===== config.mk =====
export PLATFORM = sky130hd
export DESIGN_NAME = fp_rnd_pipe
export DESIGN_NICKNAME = d
export VERILOG_FILES = /design/src/rtl/fp_pkg.sv /design/src/rtl/fp_rnd_core.sv /design/src/rtl/fp_rnd_pipe.sv
export SDC_FILE = /design/constraint.sdc
export NUM_CORES = 1
export LEC_CHECK = 0
export BUFFER_PORTS_ARGS = -buffer_cell sky130_fd_sc_hd__buf_4
export CORE_AREA = 3 3 101 103
export DETAILED_ROUTE_END_ITERATION = 10
export DIE_AREA = 0 0 104 106
export GPL_ROUTABILITY_DRIVEN = 0
export GPL_TIMING_DRIVEN = 0
export PLACE_DENSITY = 0.72
export SLEW_MARGIN = 30
export SYNTH_ARGS = -nofsm -noshare
export SYNTH_HDL_FRONTEND = slang
export SYNTH_SLANG_ARGS = --single-unit
export TNS_END_PERCENT = 50

===== constraint.sdc =====
create_clock -name clk_i -period 2.8 [get_ports clk_i]
set_clock_uncertainty 0.15 [all_clocks]
set_input_delay 0.14 -clock clk_i [delete_from_list [all_inputs] [get_ports clk_i]]
set_output_delay 0.14 -clock clk_i [all_outputs]
set_load 0.02 [all_outputs]

===== src/rtl/fp_pkg.sv =====
`default_nettype none
// ============================================================================
// Package     : fp_pkg
// Description : Shared floating-point types and helpers. Holds the format
//               selector with its width functions, the IEEE rounding modes,
//               the unrounded result bundle produced by the FMA/add datapath,
//               the fflags structure with bit-index constants, and a constant
//               function that builds the largest finite encoding.
// Revision    : 1.0 - initial release
// ============================================================================
package fp_pkg;

    typedef enum logic [1:0] {
        FP32 = 2'd0,
        FP64 = 2'd1,
        FP16 = 2'd2,
        BF16 = 2'd3
    } fp_format_e;

    // The bundle always carries the widest supported encoding. Narrower
    // formats occupy its low bits.
    localparam int MAX_FP_WIDTH = 64;

    typedef enum logic [2:0] {
        RNE = 3'd0,
        RTZ = 3'd1,
        RDN = 3'd2,
        RUP = 3'd3,
        RMM = 3'd4
    } roundmode_e;

    typedef struct packed {
        logic [MAX_FP_WIDTH-1:0] u_result;  // {sign, exp, mant} in low bits
        logic [1:0]              rs;        // {round, sticky}
        logic                    round_en;
        logic                    invalid;
        logic [1:0]              exp_cout;  // exponent carry-out from upstream
    } uround_res_t;

    typedef struct packed {
        logic nv;
        logic dz;
        logic of;
        logic uf;
        logic nx;
    } fflags_t;

    localparam int FLAG_NV = 4;
    localparam int FLAG_DZ = 3;
    localparam int FLAG_OF = 2;
    localparam int FLAG_UF = 1;
    localparam int FLAG_NX = 0;

    function automatic int fp_width(fp_format_e fmt);
        case (fmt)
            FP32:    return 32;
            FP64:    return 64;
            FP16:    return 16;
            BF16:    return 16;
            default: return 32;
        endcase
    endfunction

    function automatic int exp_bits(fp_format_e fmt);
        case (fmt)
            FP32:    return 8;
            FP64:    return 11;
            FP16:    return 5;
            BF16:    return 8;
            default: return 8;
        endcase
    endfunction

    function automatic int man_bits(fp_format_e fmt);
        case (fmt)
            FP32:    return 23;
            FP64:    return 52;
            FP16:    return 10;
            BF16:    return 7;
            default: return 23;
        endcase
    endfunction

    // Largest finite magnitude: exponent all-ones except its LSB, mantissa
    // all-ones, sign placed just above the exponent.
    function automatic logic [MAX_FP_WIDTH-1:0] max_finite(fp_format_e fmt, logic sign);
        logic [MAX_FP_WIDTH-1:0] v;
        int ew;
        int mw;
        ew = exp_bits(fmt);
        mw = man_bits(fmt);
        v  = '0;
        for (int i = 0; i < MAX_FP_WIDTH; i++) begin
            if (i < ew + mw) begin
                v[i] = 1'b1;
            end
        end
        v[mw]      = 1'b0;
        v[mw + ew] = sign;
        return v;
    endfunction

endpackage
`default_nettype wire


===== src/rtl/fp_rnd_core.sv =====
`default_nettype none
// ============================================================================
// Module      : fp_rnd_core
// Description : Purely combinational rounding logic. Two independent halves:
//               the first derives the increment decision and inexact bit from
//               the incoming bundle; the second applies the increment,
//               resolves overflow by rounding mode and packs fflags.
// Ports       : sign_i, lsb_i, rs_i, rnd_s1_i  -> inc_o, inexact_o
//               op_i, round_en_i, invalid_i, exp_cout_i, rnd_s2_i, inc_i,
//               inexact_i, round_only_i, mul_ovf_i, mul_uf_i, mul_uround_i
//                                              -> result_o, flags_o
// Revision    : 1.0 - initial release
// ============================================================================
module fp_rnd_core
    import fp_pkg::*;
#(
    parameter fp_format_e FP_FORMAT  = FP32,
    localparam int        FP_WIDTH   = fp_width(FP_FORMAT),
    localparam int        EXP_WIDTH  = exp_bits(FP_FORMAT),
    localparam int        MANT_WIDTH = man_bits(FP_FORMAT)
) (
    // increment decision
    input  logic                sign_i,
    input  logic                lsb_i,
    input  logic [1:0]          rs_i,
    input  roundmode_e          rnd_s1_i,
    output logic                inc_o,
    output logic                inexact_o,
    // result packing
    input  logic [FP_WIDTH-1:0] op_i,
    input  logic                round_en_i,
    input  logic                invalid_i,
    input  logic [1:0]          exp_cout_i,
    input  roundmode_e          rnd_s2_i,
    input  logic                inc_i,
    input  logic                inexact_i,
    input  logic                round_only_i,
    input  logic                mul_ovf_i,
    input  logic                mul_uf_i,
    input  logic                mul_uround_i,
    output logic [FP_WIDTH-1:0] result_o,
    output fflags_t             flags_o
);

    localparam int MAG_WIDTH = EXP_WIDTH + MANT_WIDTH;

    logic w_r;
    logic w_s;
    assign w_r = rs_i[1];
    assign w_s = rs_i[0];

    always_comb begin
        inc_o = 1'b0;
        case (rnd_s1_i)
            RNE:     inc_o = w_r & (w_s | lsb_i);
            RTZ:     inc_o = 1'b0;
            RDN:     inc_o = sign_i & (w_r | w_s);
            RUP:     inc_o = ~sign_i & (w_r | w_s);
            RMM:     inc_o = w_r;
            default: inc_o = w_r & (w_s | lsb_i);
        endcase
    end

    assign inexact_o = w_r | w_s;

    logic                    w_sign;
    logic [EXP_WIDTH-1:0]    w_exp_pre;
    logic [EXP_WIDTH-1:0]    w_exp_post;
    logic [MAG_WIDTH-1:0]    w_mag;
    logic                    w_of;
    logic                    w_nx;
    logic                    w_tiny;
    logic [FP_WIDTH-1:0]     w_inf;
    logic [FP_WIDTH-1:0]     w_max;
    logic [MAX_FP_WIDTH-1:0] w_max_full;

    assign w_sign    = op_i[FP_WIDTH-1];
    assign w_exp_pre = op_i[FP_WIDTH-2:MANT_WIDTH];

    // One add across exponent and mantissa: a mantissa carry naturally bumps
    // the exponent, which also promotes a rounded-up subnormal to normal.
    assign w_mag      = op_i[MAG_WIDTH-1:0] + {{(MAG_WIDTH-1){1'b0}}, inc_i};
    assign w_exp_post = w_mag[MAG_WIDTH-1:MANT_WIDTH];

    assign w_of   = (exp_cout_i != 2'b00) | mul_ovf_i | (&w_exp_post);
    assign w_nx   = inexact_i | w_of;
    // Tiny before rounding, unless the result reached the normal range and
    // upstream says it is not tiny after rounding.
    assign w_tiny = ((w_exp_pre == '0) | (round_only_i & mul_uf_i))
                  & ~((w_exp_post != '0) & mul_uround_i);

    assign w_inf      = {w_sign, {EXP_WIDTH{1'b1}}, {MANT_WIDTH{1'b0}}};
    assign w_max_full = max_finite(FP_FORMAT, w_sign);
    assign w_max      = w_max_full[FP_WIDTH-1:0];

    generate
        if (FP_WIDTH < MAX_FP_WIDTH) begin : g_unused_max
            logic unused_max_bits;
            assign unused_max_bits = ^w_max_full[MAX_FP_WIDTH-1:FP_WIDTH];
        end
    endgenerate

    always_comb begin
        result_o   = op_i;
        flags_o    = '0;
        flags_o.nv = invalid_i;
        if (round_en_i) begin
            flags_o.of = w_of;
            flags_o.nx = w_nx;
            flags_o.uf = w_tiny & w_nx;
            if (w_of) begin
                case (rnd_s2_i)
                    RTZ:     result_o = w_max;
                    RDN:     result_o = w_sign ? w_inf : w_max;
                    RUP:     result_o = w_sign ? w_max : w_inf;
                    default: result_o = w_inf;
                endcase
            end else begin
                result_o = {w_sign, w_mag};
            end
        end
    end

endmodule
`default_nettype wire


===== src/rtl/fp_rnd_pipe.sv =====
`default_nettype none
// ============================================================================
// Module      : fp_rnd_pipe
// Description : Two-stage rounding and exception-packing pipeline between the
//               FMA/add datapath and FPU writeback. Stage 1 registers the
//               bundle with its increment decision; stage 2 registers the
//               final encoding and fflags. Valid/ready on both sides, one
//               result per cycle, stalled stages hold their contents.
// Ports       : clk_i, rst_ni (async, active-low)
//               valid_i, ready_o, urnd_i, rnd_i, round_only_i, mul_ovf_i,
//               mul_uf_i, mul_uround_i                 - upstream side
//               valid_o, ready_i, result_o, flags_o    - downstream side
//               clr_flags_i, flags_acc_o               - only with
//               FP_RND_FLAGS_ACC_EN defined (sticky flag accumulator)
// Revision    : 1.0 - initial release
// ============================================================================
module fp_rnd_pipe
    import fp_pkg::*;
#(
    parameter fp_format_e FP_FORMAT = FP32,
    localparam int        FP_WIDTH  = fp_width(FP_FORMAT)
) (
    input  logic                clk_i,
    input  logic                rst_ni,
    input  logic                valid_i,
    output logic                ready_o,
    input  uround_res_t         urnd_i,
    input  roundmode_e          rnd_i,
    input  logic                round_only_i,
    input  logic                mul_ovf_i,
    input  logic                mul_uf_i,
    input  logic                mul_uround_i,
    output logic                valid_o,
    input  logic                ready_i,
    output logic [FP_WIDTH-1:0] result_o,
    output fflags_t             flags_o
`ifdef FP_RND_FLAGS_ACC_EN
    ,
    input  logic                clr_flags_i,
    output fflags_t             flags_acc_o
`endif
);

    typedef struct packed {
        logic [FP_WIDTH-1:0] op;
        logic                round_en;
        logic                invalid;
        logic [1:0]          exp_cout;
        roundmode_e          rnd;
        logic                inc;
        logic                inexact;
        logic                round_only;
        logic                mul_ovf;
        logic                mul_uf;
        logic                mul_uround;
    } s1_t;

    logic                init_q;
    logic                s1_valid_q, s1_valid_d;
    s1_t                 s1_q, s1_d;
    logic                s2_valid_q, s2_valid_d;
    logic [FP_WIDTH-1:0] result_q, result_d;
    fflags_t             flags_q, flags_d;

    logic                w_adv1;
    logic                w_adv2;
    logic                w_in_xfer;
    logic                w_out_xfer;
    logic                w_inc;
    logic                w_inexact;
    logic [FP_WIDTH-1:0] w_result;
    fflags_t             w_flags;

    assign w_adv2     = ~s2_valid_q | ready_i;
    assign w_adv1     = ~s1_valid_q | w_adv2;
    // init_q keeps ready low until the first clock after reset release.
    assign ready_o    = init_q & w_adv1;
    assign w_in_xfer  = valid_i & ready_o;
    assign w_out_xfer = s2_valid_q & ready_i;

    fp_rnd_core #(
        .FP_FORMAT (FP_FORMAT)
    ) u_core (
        .sign_i       (urnd_i.u_result[FP_WIDTH-1]),
        .lsb_i        (urnd_i.u_result[0]),
        .rs_i         (urnd_i.rs),
        .rnd_s1_i     (rnd_i),
        .inc_o        (w_inc),
        .inexact_o    (w_inexact),
        .op_i         (s1_q.op),
        .round_en_i   (s1_q.round_en),
        .invalid_i    (s1_q.invalid),
        .exp_cout_i   (s1_q.exp_cout),
        .rnd_s2_i     (s1_q.rnd),
        .inc_i        (s1_q.inc),
        .inexact_i    (s1_q.inexact),
        .round_only_i (s1_q.round_only),
        .mul_ovf_i    (s1_q.mul_ovf),
        .mul_uf_i     (s1_q.mul_uf),
        .mul_uround_i (s1_q.mul_uround),
        .result_o     (w_result),
        .flags_o      (w_flags)
    );

    always_comb begin
        s1_valid_d = s1_valid_q;
        s1_d       = s1_q;
        if (w_adv1) begin
            s1_valid_d = w_in_xfer;
        end
        // Payload only loads on an accepted bundle; otherwise it holds.
        if (w_in_xfer) begin
            s1_d.op         = urnd_i.u_result[FP_WIDTH-1:0];
            s1_d.round_en   = urnd_i.round_en;
            s1_d.invalid    = urnd_i.invalid;
            s1_d.exp_cout   = urnd_i.exp_cout;
            s1_d.rnd        = rnd_i;
            s1_d.inc        = w_inc;
            s1_d.inexact    = w_inexact;
            s1_d.round_only = round_only_i;
            s1_d.mul_ovf    = mul_ovf_i;
            s1_d.mul_uf     = mul_uf_i;
            s1_d.mul_uround = mul_uround_i;
        end
    end

    always_comb begin
        s2_valid_d = s2_valid_q;
        result_d   = result_q;
        flags_d    = flags_q;
        if (w_adv2) begin
            s2_valid_d = s1_valid_q;
            if (s1_valid_q) begin
                result_d = w_result;
                flags_d  = w_flags;
            end
        end
    end

    always_ff @(posedge clk_i or negedge rst_ni) begin
        if (!rst_ni) begin
            init_q     <= 1'b0;
            s1_valid_q <= 1'b0;
            s1_q       <= '0;
            s2_valid_q <= 1'b0;
            result_q   <= '0;
            flags_q    <= '0;
        end else begin
            init_q     <= 1'b1;
            s1_valid_q <= s1_valid_d;
            s1_q       <= s1_d;
            s2_valid_q <= s2_valid_d;
            result_q   <= result_d;
            flags_q    <= flags_d;
        end
    end

    assign valid_o  = s2_valid_q;
    assign result_o = result_q;
    assign flags_o  = flags_q;

`ifdef FP_RND_FLAGS_ACC_EN
    fflags_t flags_acc_q, flags_acc_d;

    // Clear wins over the held value, but a transfer in the same cycle still
    // contributes its flags to the freshly cleared accumulator.
    always_comb begin
        flags_acc_d = clr_flags_i ? fflags_t'('0) : flags_acc_q;
        if (w_out_xfer) begin
            flags_acc_d = fflags_t'(flags_acc_d | flags_q);
        end
    end

    always_ff @(posedge clk_i or negedge rst_ni) begin
        if (!rst_ni) begin
            flags_acc_q <= '0;
        end else begin
            flags_acc_q <= flags_acc_d;
        end
    end

    assign flags_acc_o = flags_acc_q;
`else
    logic unused_out_xfer;
    assign unused_out_xfer = w_out_xfer;
`endif

    generate
        if (FP_WIDTH < MAX_FP_WIDTH) begin : g_unused_in
            logic unused_in_bits;
            assign unused_in_bits = ^urnd_i.u_result[MAX_FP_WIDTH-1:FP_WIDTH];
        end
    endgenerate

endmodule
`default_nettype wire


After elaboration in Yosys (flattened, before gate mapping)
Index checks and enable logic that the tools add are counted.
{ "word_totals": {"ram_bits": 0, "romBits": 0, "reg_bits": 84, "latch_bits": 0, "memories": 0, "wordCells": 60, "input_bits": 81} }
{ "op_classes": {"n_addsub": 1, "bitwise": 21, "n_shift": 0, "muxes": 7, "n_lt_le_gt_ge": 0, "n_reduce_logical": 5, "eq_ne": 7, "mul": 0, "div": 0} }
{ "ops": {"columns": ["cell", "count"], "rows": [
  ["$mux 32", 4],
  ["$pmux 32 s3", 1],
  ["$add 31x1->31", 1],
  ["$eq 3x2->1 const B", 4],
  ["$and 1x1->1", 9],
  ["$logic_not 8->1", 1],
  ["$or 1x1->1", 8],
  ["$reduce_and 8->1", 1],
  ["$reduce_bool 8->1", 1],
  ["$eq 3x1->1 const B", 2],
  ["$not 1->1", 4],
  ["$pmux 1 s4", 1],
  ["$eq 3x3->1 const B", 1],
  ["$mux 3", 1],
  ["$reduce_and 2->1", 1],
  ["$reduce_bool 2->1", 1]
]} }

Logic depth before layout (Yosys ltp)
Gate-level depths: netlist of run 1.
{ "logic_depth": {"word_depth": 7, "depth_mapped": 12, "depth_no_buf": 9} }

Cells and area by module
A second synthesis of run 1 with hierarchy kept.
{ "hier_totals": {"hier_cells": 456, "hier_area_um2": 5178.7} }
{ "by_module_without_submodules": {"columns": ["mod", "instances", "area_per_inst_um2", "cells_per_inst"], "rows": [
  ["fp_rnd_pipe", 1, 3321.9, 184],
  ["fp_rnd_core", 1, 1856.8, 272]
]} }

Worst setup path before layout of run 1
OpenSTA, ideal clock, no wires.
{ "synth_timing": {"kind": "register -> register", "start": "register s1_q[13] (netlist bit)", "end": "register result_q[6], in the netlist result_o[6]", "setup_slack_ns": 0.052, "path_stages_with_launch": 12, "t_arrival_ns": 2.472, "setup_time_ns": 0.126, "path_cell_list": "dfrtp_1 -> ha_1 -> ha_1 -> nand4_1 -> or4_1 -> buf_2 -> nor3_4 -> o21ai_2 -> o31a_1 -> buf_6 -> o21a_1 -> a221o_1"} }
{ "synth_via": {"elab_chain_cells": 5} }
{ "synth_lines": {"columns": ["element", "line_no", "text"], "rows": [
  ["start: declaration", "fp_rnd_pipe.sv:60", "s1_t s1_q, s1_d;"],
  ["start signal: assignment", "fp_rnd_pipe.sv:144", "s1_q <= '0;"],
  ["start signal: assignment", "fp_rnd_pipe.sv:151", "s1_q <= s1_d;"],
  ["$add 31x1->31 (*)", "fp_rnd_core.sv:82", "assign w_mag = op_i[MAG_WIDTH-1:0] + {{(MAG_WIDTH-1){1'b0}}, inc_i};"],
  ["$reduce_and 8->1", "fp_rnd_core.sv:85", "assign w_of = (exp_cout_i != 2'b00) | mul_ovf_i | (&w_exp_post);"],
  ["$or 1x1->1", "fp_rnd_core.sv:85", null],
  ["$mux 32 (*)", "fp_rnd_core.sv:111", "if (w_of) begin"],
  ["$mux 32 (*)", "fp_rnd_core.sv:107", "if (round_en_i) begin"],
  ["end signal: assignment", "fp_rnd_pipe.sv:153", "result_q <= result_d;"],
  ["end: declaration", "fp_rnd_pipe.sv:62", "logic [FP_WIDTH-1:0] result_q, result_d;"]
]} }
Mark *: on every way between the ends. The rest lies on a longest branch, timed or not.
A chain may end at the register's enable or synchronous reset.

Worst setup path after layout of run 1
{ "layout_timing": {"start": "register s1_q[16] (netlist bit)", "end": "register result_q[12], in the netlist result_o[12]"} }
The elaborated chain is that of the path after synthesis.

==> flow_summary.yaml, run 1 <==
floorplanning:
  start_util: 0.482
  num_rows: 35
  die_h_um: 106
  die_area_um2: 11000
  core_um2: 9280
  io-pin-count: 120
  die_w_um: 104
yosys:
  yosysUniqueCellTypes: 58
  ys.flop_type: "dfrtp_1"
  synth_top_area_frac: 0.470
  synth_simple_gate_area_share: 0.188
  avgSynthCellArea_um2: 10.1
  ys_warn_count: 0
  synth_top_family_by_area: "simple AND/OR/NAND/NOR gates"
  yosysSeqAreaShare: 0.470
  synth_compound_area_frac: 0.137
  synthCells: 441
  synth_adder_area_share: 0.00560
  yosysMostFrequentCell: "dfrtp_1"
  synth_seq_cells: 84
  yosysTopAreaCell: "dfrtp_1"
  synth_nets: 524
  synth_area_leaders: "dfrtp_1 (47%), mux2_2 (11%), nand2_1 (3.9%)"
  syn_area_um2: 4470
  postSynth.asyncResetShare: 1.00
  synth_edf_count: 0
  muxShareOfSynthArea: 0.135
  yosys-top-cells-count: "dfrtp_1 (84), nand2_1 (46), mux2_2 (44)"
  synth_xor_area_frac: 0.0294
critical_path:
  r2r_slack_ns: -0.08
  start_kind: "flop"
  cp_max_fo: 7
  regToRegStartpoint: "s1_q[16]$_DFFE_PN0P_"
  ff2ff_path_depth: 9
  crit_path_end_kind: "flop"
  crit_chain: "nand4_1, or4_4, o21a_1, o21ai_2, o31a_1, buf_6, buf_8, nand2_2, a221o_1"
  worstSetupPathType: "flop to flop"
  cp.arrival_ns: 2.98
  cp_slowest_stage_delay_ns: 0.59
  worstReg2RegEnd: "result_o[12]$_DFFE_PN0P_"
  slowest_stage: "or4_4"
  worstPathRequired_ns: 2.91
min_path:
  min_from: "urnd_i[4]"
  hold_path_class: "input pin to flop"
  worstHoldPathCells: 5
  holdPathEnd: "s1_q[5]$_DFFE_PN0P_"
global_routing:
  grt_pass1_wl_um: 21300
  antenna_found_initial: 0
  grt_overflow: 0
  grtUsageTotal: 0.243
  grt_max_degree: 85
  grt_pass1_vias: 4180
layout:
  antenna_cells: 0
  fin_nets: 683
  fill_cells: 725
  drive_gt1_frac: 0.339
  fin_area_um2: 6270
  regArea_um2: 2110
  fin_util: 0.675
  multi_input_area_um2: 2390
  area_growth_syn_to_layout_pct: 40.2
placed_design:
  dpl.hpwl_um: 8750
  place_area_um2: 5280
  io_buffers: 86
sta:
  relSlewSlack: 0.318
  finalHoldViolCount: 0
  fmax_ghz: 0.348
  finalCriticalPeriod_ns: 2.88
  setup_ws_ns: -0.0774
  setup_viol: 9
  worst_slew_pin_slew_ns: 1.02
  final_max_slew_viol_count: 0
  min_period_over_period: 1.03
  grt_setup_unrepaired: "yes"
clock_tree:
  clock_sinks: 84
  root_buffer: "clkbuf_8"
  h-tree-depth: 3
  insertion_delay_ns: 0.37
  cts_buffer_depth: 2
  clkTransAtPathRegs_ns: 0.09
  numCtsBuffers: 9
  cts_tree: "built"
detailed_routing:
  dr.first_iter.drc_count: 375
  first_pass_iters: 6
  ant_nets: 0
  wl_per_cell_um: 18.4
  vias: 4250
  drt_wl_total_um: 13500
  drc: 0
  vias_per_cell: 5.79
status:
  violations: "setup timing"
  status: "complete, but fails checks"
flow_run:
  max-cap-violations: 0
pwr:
  powerDensity_nw_per_um2: 669
  p_leak_nw: 2.72
  max-vdd-ir-drop_uv: 421
-- cells in the final DEF (no fill, tap or decap), types with 3 or more instances in the layout --
cell type / count
o31ai_1: 4
nand4_1: 7
o22ai_1: 5
dfrtp_2: 3
nor3_2: 3
clkbuf_1: 19
dfrtp_1: 81
o21ai_0: 29
a21o_1: 4
inv_1: 4
xor2_1: 6
and3_1: 7
nor4_1: 5
o21a_1: 4
nor3b_1: 11
nand3_1: 16
nor2_1: 22
xnor2_1: 7
mux2i_1: 11
or3_1: 3
a21oi_1: 16
a221o_1: 4
a31oi_1: 4
a211oi_1: 3
and4_1: 5
buf_4: 104
nor3_1: 8
clkbuf_8: 10
nand2_1: 42
nand2_2: 4
mux2_2: 44
dlygate4sd3_1: 47
-- worst max-delay path, delay by kind of cell, from the launching register on --
kind                   cells  cell delay, ns
DFF                        1            0.51
buffers and inverters      2            0.30
and+or+nand+nor            3            0.89
AOI/OAI and AO/OA          4            0.93
-- state kept, by name (all words and copies together), names as in the netlist --
signal,flops
s1_q,45
result_o,32
flags_o,4
init_q,1
s1_valid_q,1
valid_o,1
-- layout make-up --
class                           instances  share of cell area
Multi-Input combinational cell        324               0.381
Sequential cell                        84               0.336
Timing Repair Buffer                  151               0.205
Tap cell                              129              0.0257
Clock buffer                           10              0.0220
Buffer                                 26              0.0206
Clock inverter                          6             0.00739
Inverter                                4             0.00240
-- repair_timing --
| action | CTS | global route |
|---|---|---|
| buffers inserted | 11 | 5 |
| setup endpoints to repair | 27 | 27 |
| resized for setup | 15 | 30 |
| hold buffers | 47 | 0 |
| pin swaps | 8 | 20 |
| cloned | 0 | 2 |
| endpoints found under the hold margin | 131 | 0 |
-- stage by stage --
step	std cells	TNS (ns)	power (mW)	hold WS, ns	setup slack, ns
6_report	734	-0.345	4.19	0.129	-0.0774
5_1_grt	734	-3.19	4.41	0.187	-0.213
4_1_cts	730	-2.47	4.12	0.111	-0.149
3_5_place_dp	656	-9.72	3.20	0.0933	-0.523
3_3_place_gp	656	-8.40	3.15	0.224	-0.480
2_1_floorplan	441	0	2.57	-0.306	0.0524
-- power breakdown --
part | switching [mW] | total [mW] | internal [mW] | leakage (nW)
combinational | 0.822 | 1.56 | 0.741 | 1.63
clock | 0.480 | 0.833 | 0.353 | 0.0893
sequential | 0.282 | 1.79 | 1.51 | 1.00
total | 1.58 | 4.19 | 2.61 | 2.72
-- worst max-delay path by stage --
stage	start	depth (start not counted)	end	slack, ns
2_1_floorplan	s1_q[13]$_DFFE_PN0P_	11	result_o[6]$_DFFE_PN0P_	0.05
6_report	s1_q[16]$_DFFE_PN0P_	9	result_o[12]$_DFFE_PN0P_	-0.08
4_1_cts	s1_q[5]$_DFFE_PN0P_	11	result_o[15]$_DFFE_PN0P_	-0.15
3_5_place_dp	s1_q[13]$_DFFE_PN0P_	10	result_o[22]$_DFFE_PN0P_	-0.52
3_3_place_gp	s1_q[13]$_DFFE_PN0P_	10	result_o[5]$_DFFE_PN0P_	-0.48
5_1_grt	s1_q[37]$_DFFE_PN0P_	9	result_o[8]$_DFFE_PN0P_	-0.21
-- kinds of logic after synthesis --
family / Yosys count
other cells: 2
simple gates: 156
fa+ha+maj: 2
compound gates: 94
mux: 55
buf+inv: 33
flops: 84
xor+xnor: 15
-- per-layer routing --
metal	vias to the layer above	GRT usage	share of wire
li1	1935	-	-
met2	258	0.399	0.48
met3	40	0.0455	0.079
met1	2017	0.320	0.41
met4	0	0.0912	0.029
met5	-	0	0
No activity file was read; power rests on OpenSTA's default activity.
==> run 2: changes to the inputs <==
--- a/config.mk
+++ b/config.mk
@@ -5,10 +5,11 @@
 export SDC_FILE = /design/constraint.sdc
 export NUM_CORES = 1
 export LEC_CHECK = 0
+export ABC_AREA = 1
 export BUFFER_PORTS_ARGS = -buffer_cell sky130_fd_sc_hd__buf_4
-export CORE_AREA = 3 3 101 103
+export CORE_AREA = 3 3 104 106
 export DETAILED_ROUTE_END_ITERATION = 10
-export DIE_AREA = 0 0 104 106
+export DIE_AREA = 0 0 107 109
 export GPL_ROUTABILITY_DRIVEN = 0
 export GPL_TIMING_DRIVEN = 0
 export PLACE_DENSITY = 0.72
==> flow_summary.yaml, run 2 <==
status:
  status: "finished clean"
critical_path:
  cp.arrival_ns: 2.71
  start_kind: "flop"
  slowest_stage: "dfrtp_1"
  crit_path_end_kind: "flop"
  cp_max_fo: 10
  cp_slowest_stage_delay_ns: 0.42
  crit_path_frequent_cell: "nand2_2"
  worstSetupPathType: "flop to flop"
  worstPathRequired_ns: 2.91
  crit_chain: "ha_4, ha_2, nand2_2, nor2_4, nand2_2, nor2_4, nand3_1, nand2_2, nand2_1, nor2_4, nand2_4, nand2_2, inv_4, buf_12, nand2_2, nand2_1, nand2_1, nand2_1"
layout:
  antenna_cells: 0
  final_cell_mix: "nand2_1 (263), buf_4 (91), dfrtp_1 (84)"
  fill_cells: 837
  area_growth_syn_to_layout_pct: 33.3
  largest_reg_flops: 45
  final_common_cell: "nand2_1"
  fin_nets: 871
  drive_gt1_frac: 0.228
  fin_util: 0.650
  regMostFlops: "s1_q"
clock_tree:
  clkTransAtPathRegs_ns: 0.09
  root_buffer: "clkbuf_8"
  cts_buffer_depth: 2
  cts_tree: "built"
  clock_sinks: 84
  insertion_delay_ns: 0.37
  numCtsBuffers: 9
  h-tree-depth: 3
min_path:
  hold_path_class: "input pin to flop"
global_routing:
  grt_pass1_wl_um: 21300
  grtUsageTotal: 0.232
  grt_max_degree: 85
  grt_overflow: 0
  grt_pass1_vias: 4557
  antenna_found_initial: 0
pwr:
  power_mw: 4.10
  p_leak_nw: 3.22
  max-vdd-ir-drop_uv: 382
  powerDensity_nw_per_um2: 639
floorplanning:
  die_h_um: 109
  die_w_um: 107
  io-pin-count: 120
  die_area_um2: 11700
  start_util: 0.487
  core_um2: 9860
  num_rows: 36
sta:
  final_max_slew_viol_count: 0
  relSlewSlack: 0.482
  fmax_ghz: 0.384
  tns_ns: 0
  worst_slew_pin_slew_ns: 0.776
  finalHoldViolCount: 0
  min_period_over_period: 0.929
  finalCriticalPeriod_ns: 2.60
  setup_viol: 0
yosys:
  avgSynthCellArea_um2: 7.55
  yosysUniqueCellTypes: 36
  syn_area_um2: 4810
  synthCells: 637
  synth_top_area_frac: 0.437
  ys.flop_type: "dfrtp_1"
  synth_edf_count: 0
  postSynth.asyncResetShare: 1.00
  yosys-top-cells-count: "nand2_1 (263), dfrtp_1 (84), nor2_1 (60)"
  synth_seq_cells: 84
  yosysTopAreaCell: "dfrtp_1"
  synth_area_leaders: "dfrtp_1 (44%), nand2_1 (21%), nand2_2 (4.7%)"
  synth_nets: 720
  yosysMostFrequentCell: "nand2_1"
  yosysSeqAreaShare: 0.437
  ys_warn_count: 0
flow_run:
  max-cap-violations: 0
detailed_routing:
  vias: 4512
  ant_nets: 0
  drc: 0
  first_pass_iters: 7
  vias_per_cell: 4.87
  drt_wl_total_um: 12600
  wl_per_cell_um: 13.6
  dr.first_iter.drc_count: 243
placed_design:
  dpl.hpwl_um: 9280
  io_buffers: 86
[run 2: layer usage]
metal	track usage	vias to the layer above	wire, µm
li1	-	2272	-
met3	0.0438	24	556
met5	0	-	0
met4	0.0740	0	265
met1	0.300	2102	5620
met2	0.397	114	6160
[run 2: final cells by class]
class / instances / area, µm² / area share
Clock inverter: 6 / 93.8 / 0.0146
Multi-Input combinational cell: 491 / 2360 / 0.368
Inverter: 37 / 141 / 0.0221
Tap cell: 133 / 166 / 0.0260
Buffer: 25 / 220 / 0.0344
Timing Repair Buffer: 140 / 1190 / 0.185
Clock buffer: 10 / 138 / 0.0215
Sequential cell: 84 / 2100 / 0.328
[run 2: stage by stage]
step           worst slack, ns  cells  area (µm²)  hold WS [ns]
5_1_grt               -0.00193    926        6410         0.143
3_5_place_dp             0.124    856        5620         0.104
3_3_place_gp             0.163    856        5620         0.191
4_1_cts                 0.0989    920        6340        0.0855
2_1_floorplan            0.488    637        4810        -0.306
6_report                 0.199    926        6410        0.0874
[run 2: worst paths after layout]
check | start | end | slack, ns | cells after the start
setup / recovery | s1_q[5]$_DFFE_PN0P_ | result_o[1]$_DFFE_PN0P_ | 0.20 | 18
hold / removal | valid_i | s1_q[6]$_DFFE_PN0P_ | 0.09 | 4
setup reg to reg | s1_q[5]$_DFFE_PN0P_ | result_o[1]$_DFFE_PN0P_ | 0.20 | 18
hold reg to reg | result_o[22]$_DFFE_PN0P_ | result_o[22]$_DFFE_PN0P_ | 0.33 | 2
max in group asynchronous | rst_ni | s1_q[38]$_DFFE_PN0P_ | 1.71 | 2
min in group asynchronous | rst_ni | result_o[27]$_DFFE_PN0P_ | 0.22 | 2
[run 2: cell families (layout without fill, tap and decap cells)]
kind of cell,after synthesis,count (layout),share of synthesized area
flip-flops,84,84,0.437
buffers and inverters,62,218,0.0752
AND/OR/NAND/NOR,400,400,0.370
XOR/XNOR,21,21,0.0383
AO/OA/AOI/OAI,66,66,0.0726
adder cells (fa/ha/maj),2,2,0.00520
other,2,2,0.00156
[run 2: repair_timing]
item                                    in CTS  in global routing
endpoints found under the setup margin       0                 22
endpoints found under the hold margin      131                  0
gates resized for setup                      0                  3
hold buffers                                48                  0
setup buffers                                0                  6
[run 2: power breakdown]
group	total (mW)	leakage [nW]	switching [mW]	internal, mW
Combinational	1.42	2.06	0.809	0.608
Sequential	1.68	1.04	0.204	1.48
Clock	1.00	0.113	0.465	0.534
Total	4.10	3.22	1.48	2.62
[run 2: critical path: cells and delay by family, from the launching register on]
family	cells	cell delay, ns
fa+ha+maj	2	0.35
buf+inv	2	0.22
simple gates	14	1.36
flops	1	0.42
==> run 3: changes to the inputs <==
--- a/config.mk
+++ b/config.mk
@@ -7,12 +7,12 @@
 export LEC_CHECK = 0
 export ABC_AREA = 1
 export BUFFER_PORTS_ARGS = -buffer_cell sky130_fd_sc_hd__buf_4
-export CORE_AREA = 3 3 104 106
+export CORE_AREA = 3 3 170 123
 export DETAILED_ROUTE_END_ITERATION = 10
-export DIE_AREA = 0 0 107 109
+export DIE_AREA = 0 0 173 126
 export GPL_ROUTABILITY_DRIVEN = 0
 export GPL_TIMING_DRIVEN = 0
-export PLACE_DENSITY = 0.72
+export PLACE_DENSITY = 0.42
 export SLEW_MARGIN = 30
 export SYNTH_ARGS = -nofsm -noshare
 export SYNTH_HDL_FRONTEND = slang
==> flow_summary.yaml, run 3 (same netlist as run 2, synthesis figures left out) <==
layout:
  fin_area_um2: 6680
  antenna_cells: 0
  largest_reg_flops: 45
  fin_util: 0.343
  final_common_cell: "nand2_1"
  regMostFlops: "s1_q"
  area_growth_syn_to_layout_pct: 38.9
  fill_cells: 2165
  final_cell_mix: "nand2_1 (262), buf_4 (92), dfrtp_1 (84)"
  fin_nets: 872
  drive_gt1_frac: 0.232
placed_design:
  io_buffers: 86
  place_area_um2: 5800
  dpl.hpwl_um: 11400
  post-place-ws_ns: 0.0439
status:
  status: "finished clean"
flow_run:
  max-cap-violations: 0
detailed_routing:
  vias_per_cell: 4.29
  dr.first_iter.drc_count: 240
  ant_nets: 0
  drc: 0
  drt_wl_total_um: 15200
  vias: 4569
  first_pass_iters: 5
  wl_per_cell_um: 14.3
pwr:
  power_mw: 4.37
  max-vdd-ir-drop_uv: 296
  powerDensity_nw_per_um2: 654
  p_leak_nw: 3.25
floorplanning:
  die_w_um: 173
  io-pin-count: 120
  die_area_um2: 21800
  die_h_um: 126
  num_rows: 43
  core_um2: 19500
  start_util: 0.247
sta:
  final_max_slew_viol_count: 0
  worst_slew_pin_slew_ns: 0.999
  relSlewSlack: 0.328
  finalHoldViolCount: 0
  setup_ws_ns: 0.153
  grt_setup_unrepaired: "yes"
  finalCriticalPeriod_ns: 2.65
  min_period_over_period: 0.945
  fmax_ghz: 0.378
  setup_viol: 0
global_routing:
  antenna_found_initial: 0
  grt_pass1_vias: 4572
  grt_pass1_wl_um: 24700
  grtUsageTotal: 0.143
  grt_overflow: 0
  grt_max_degree: 85
clock_tree:
  insertion_delay_ns: 0.34
  clkTransAtPathRegs_ns: 0.07
  root_buffer: "clkbuf_16"
  cts_tree: "built"
  h-tree-depth: 3
  clock_sinks: 84
  cts_buffer_depth: 2
  numCtsBuffers: 9
critical_path:
  r2r_slack_ns: 0.15
  worstPathRequired_ns: 2.87
  startpoint: "s1_q[5]$_DFFE_PN0P_"
  regToRegStartpoint: "s1_q[5]$_DFFE_PN0P_"
  start_kind: "flop"
  ff2ff_path_depth: 16
  crit_path_end: "result_o[25]$_DFFE_PN0P_"
  cp_max_fo: 7
  crit_path_end_kind: "flop"
  worstSetupPathType: "flop to flop"
  cp.arrival_ns: 2.72
  worstReg2RegEnd: "result_o[25]$_DFFE_PN0P_"
min_path:
  hold_path_class: "input pin to flop"
## run 3: final cells by class
class	count	area (µm²)	share of cell area
clock inverters	7	76.3	0.0114
clock buffers	9	225	0.0337
inverters	37	141	0.0212
repair buffers	141	1190	0.179
plain buffers	25	221	0.0332
multi-input cells	491	2380	0.356
well taps	270	338	0.0506
flip-flops and latches	84	2100	0.315
## run 3: worst min-delay path by stage
| stage | depth (start not counted) | to | from | slack, ns |
|---|---|---|---|---|
| after floorplan | 0 | flags_o[0]$_DFFE_PN0P_ | rst_ni | -0.31 |
| after global placement | 3 | s1_q[15]$_DFFE_PN0P_ | urnd_i[8] | 0.20 |
| after detailed placement | 1 | result_o[30]$_DFFE_PN0P_ | rst_ni | 0.12 |
| after CTS | 4 | s1_q[44]$_DFFE_PN0P_ | valid_i | 0.11 |
| after global routing | 4 | s1_q[44]$_DFFE_PN0P_ | valid_i | 0.15 |
| final | 4 | s1_q[44]$_DFFE_PN0P_ | valid_i | 0.11 |
## run 3: power by group
group          leakage (nW)  internal [mW]  total, mW  switching [mW]
Combinational          2.07          0.609       1.44           0.835
Clock                 0.142          0.697       1.23           0.537
Sequential             1.04           1.48       1.69           0.213
Total                  3.25           2.78       4.37            1.59
## run 3: metrics by stage
step	hold slack [ns]	TNS (ns)	std cells
finish	0.106	0	1064
global route	0.147	-0.398	1064
CTS	0.106	0	1057
detailed placement	0.121	0	993
global placement	0.196	0	993
floorplan	-0.306	0	637
## run 3: timing repair
item / CTS / global route
gates resized for setup: 0 / 9
endpoints found under the hold margin: 131 / 0
setup endpoints to repair: 0 / 29
hold buffers: 48 / 0
setup buffers: 0 / 7
## run 3: layer usage
layer / vias to the layer above / GRT usage / part of all wire
li1: 2274 / - / -
met3: 12 / 0.0295 / 0.045
met1: 2172 / 0.218 / 0.53
met2: 111 / 0.208 / 0.41
met5: - / 0 / 0
met4: 0 / 0.0310 / 0.010
## run 3: critical path, stage by stage, from the launching register on
cell     delay, ns
dfrtp_1       0.41
ha_4          0.16
ha_2          0.19
nand2_2       0.06
nor2_4        0.19
nand2_4       0.10
nor2_4        0.19
nand2_1       0.08
nand2_1       0.07
nand2_2       0.07
nand2_2       0.09
nor2_4        0.04
nand2_4       0.09
nand3_4       0.12
buf_12        0.19
o21ai_0       0.24
nand2_1       0.08
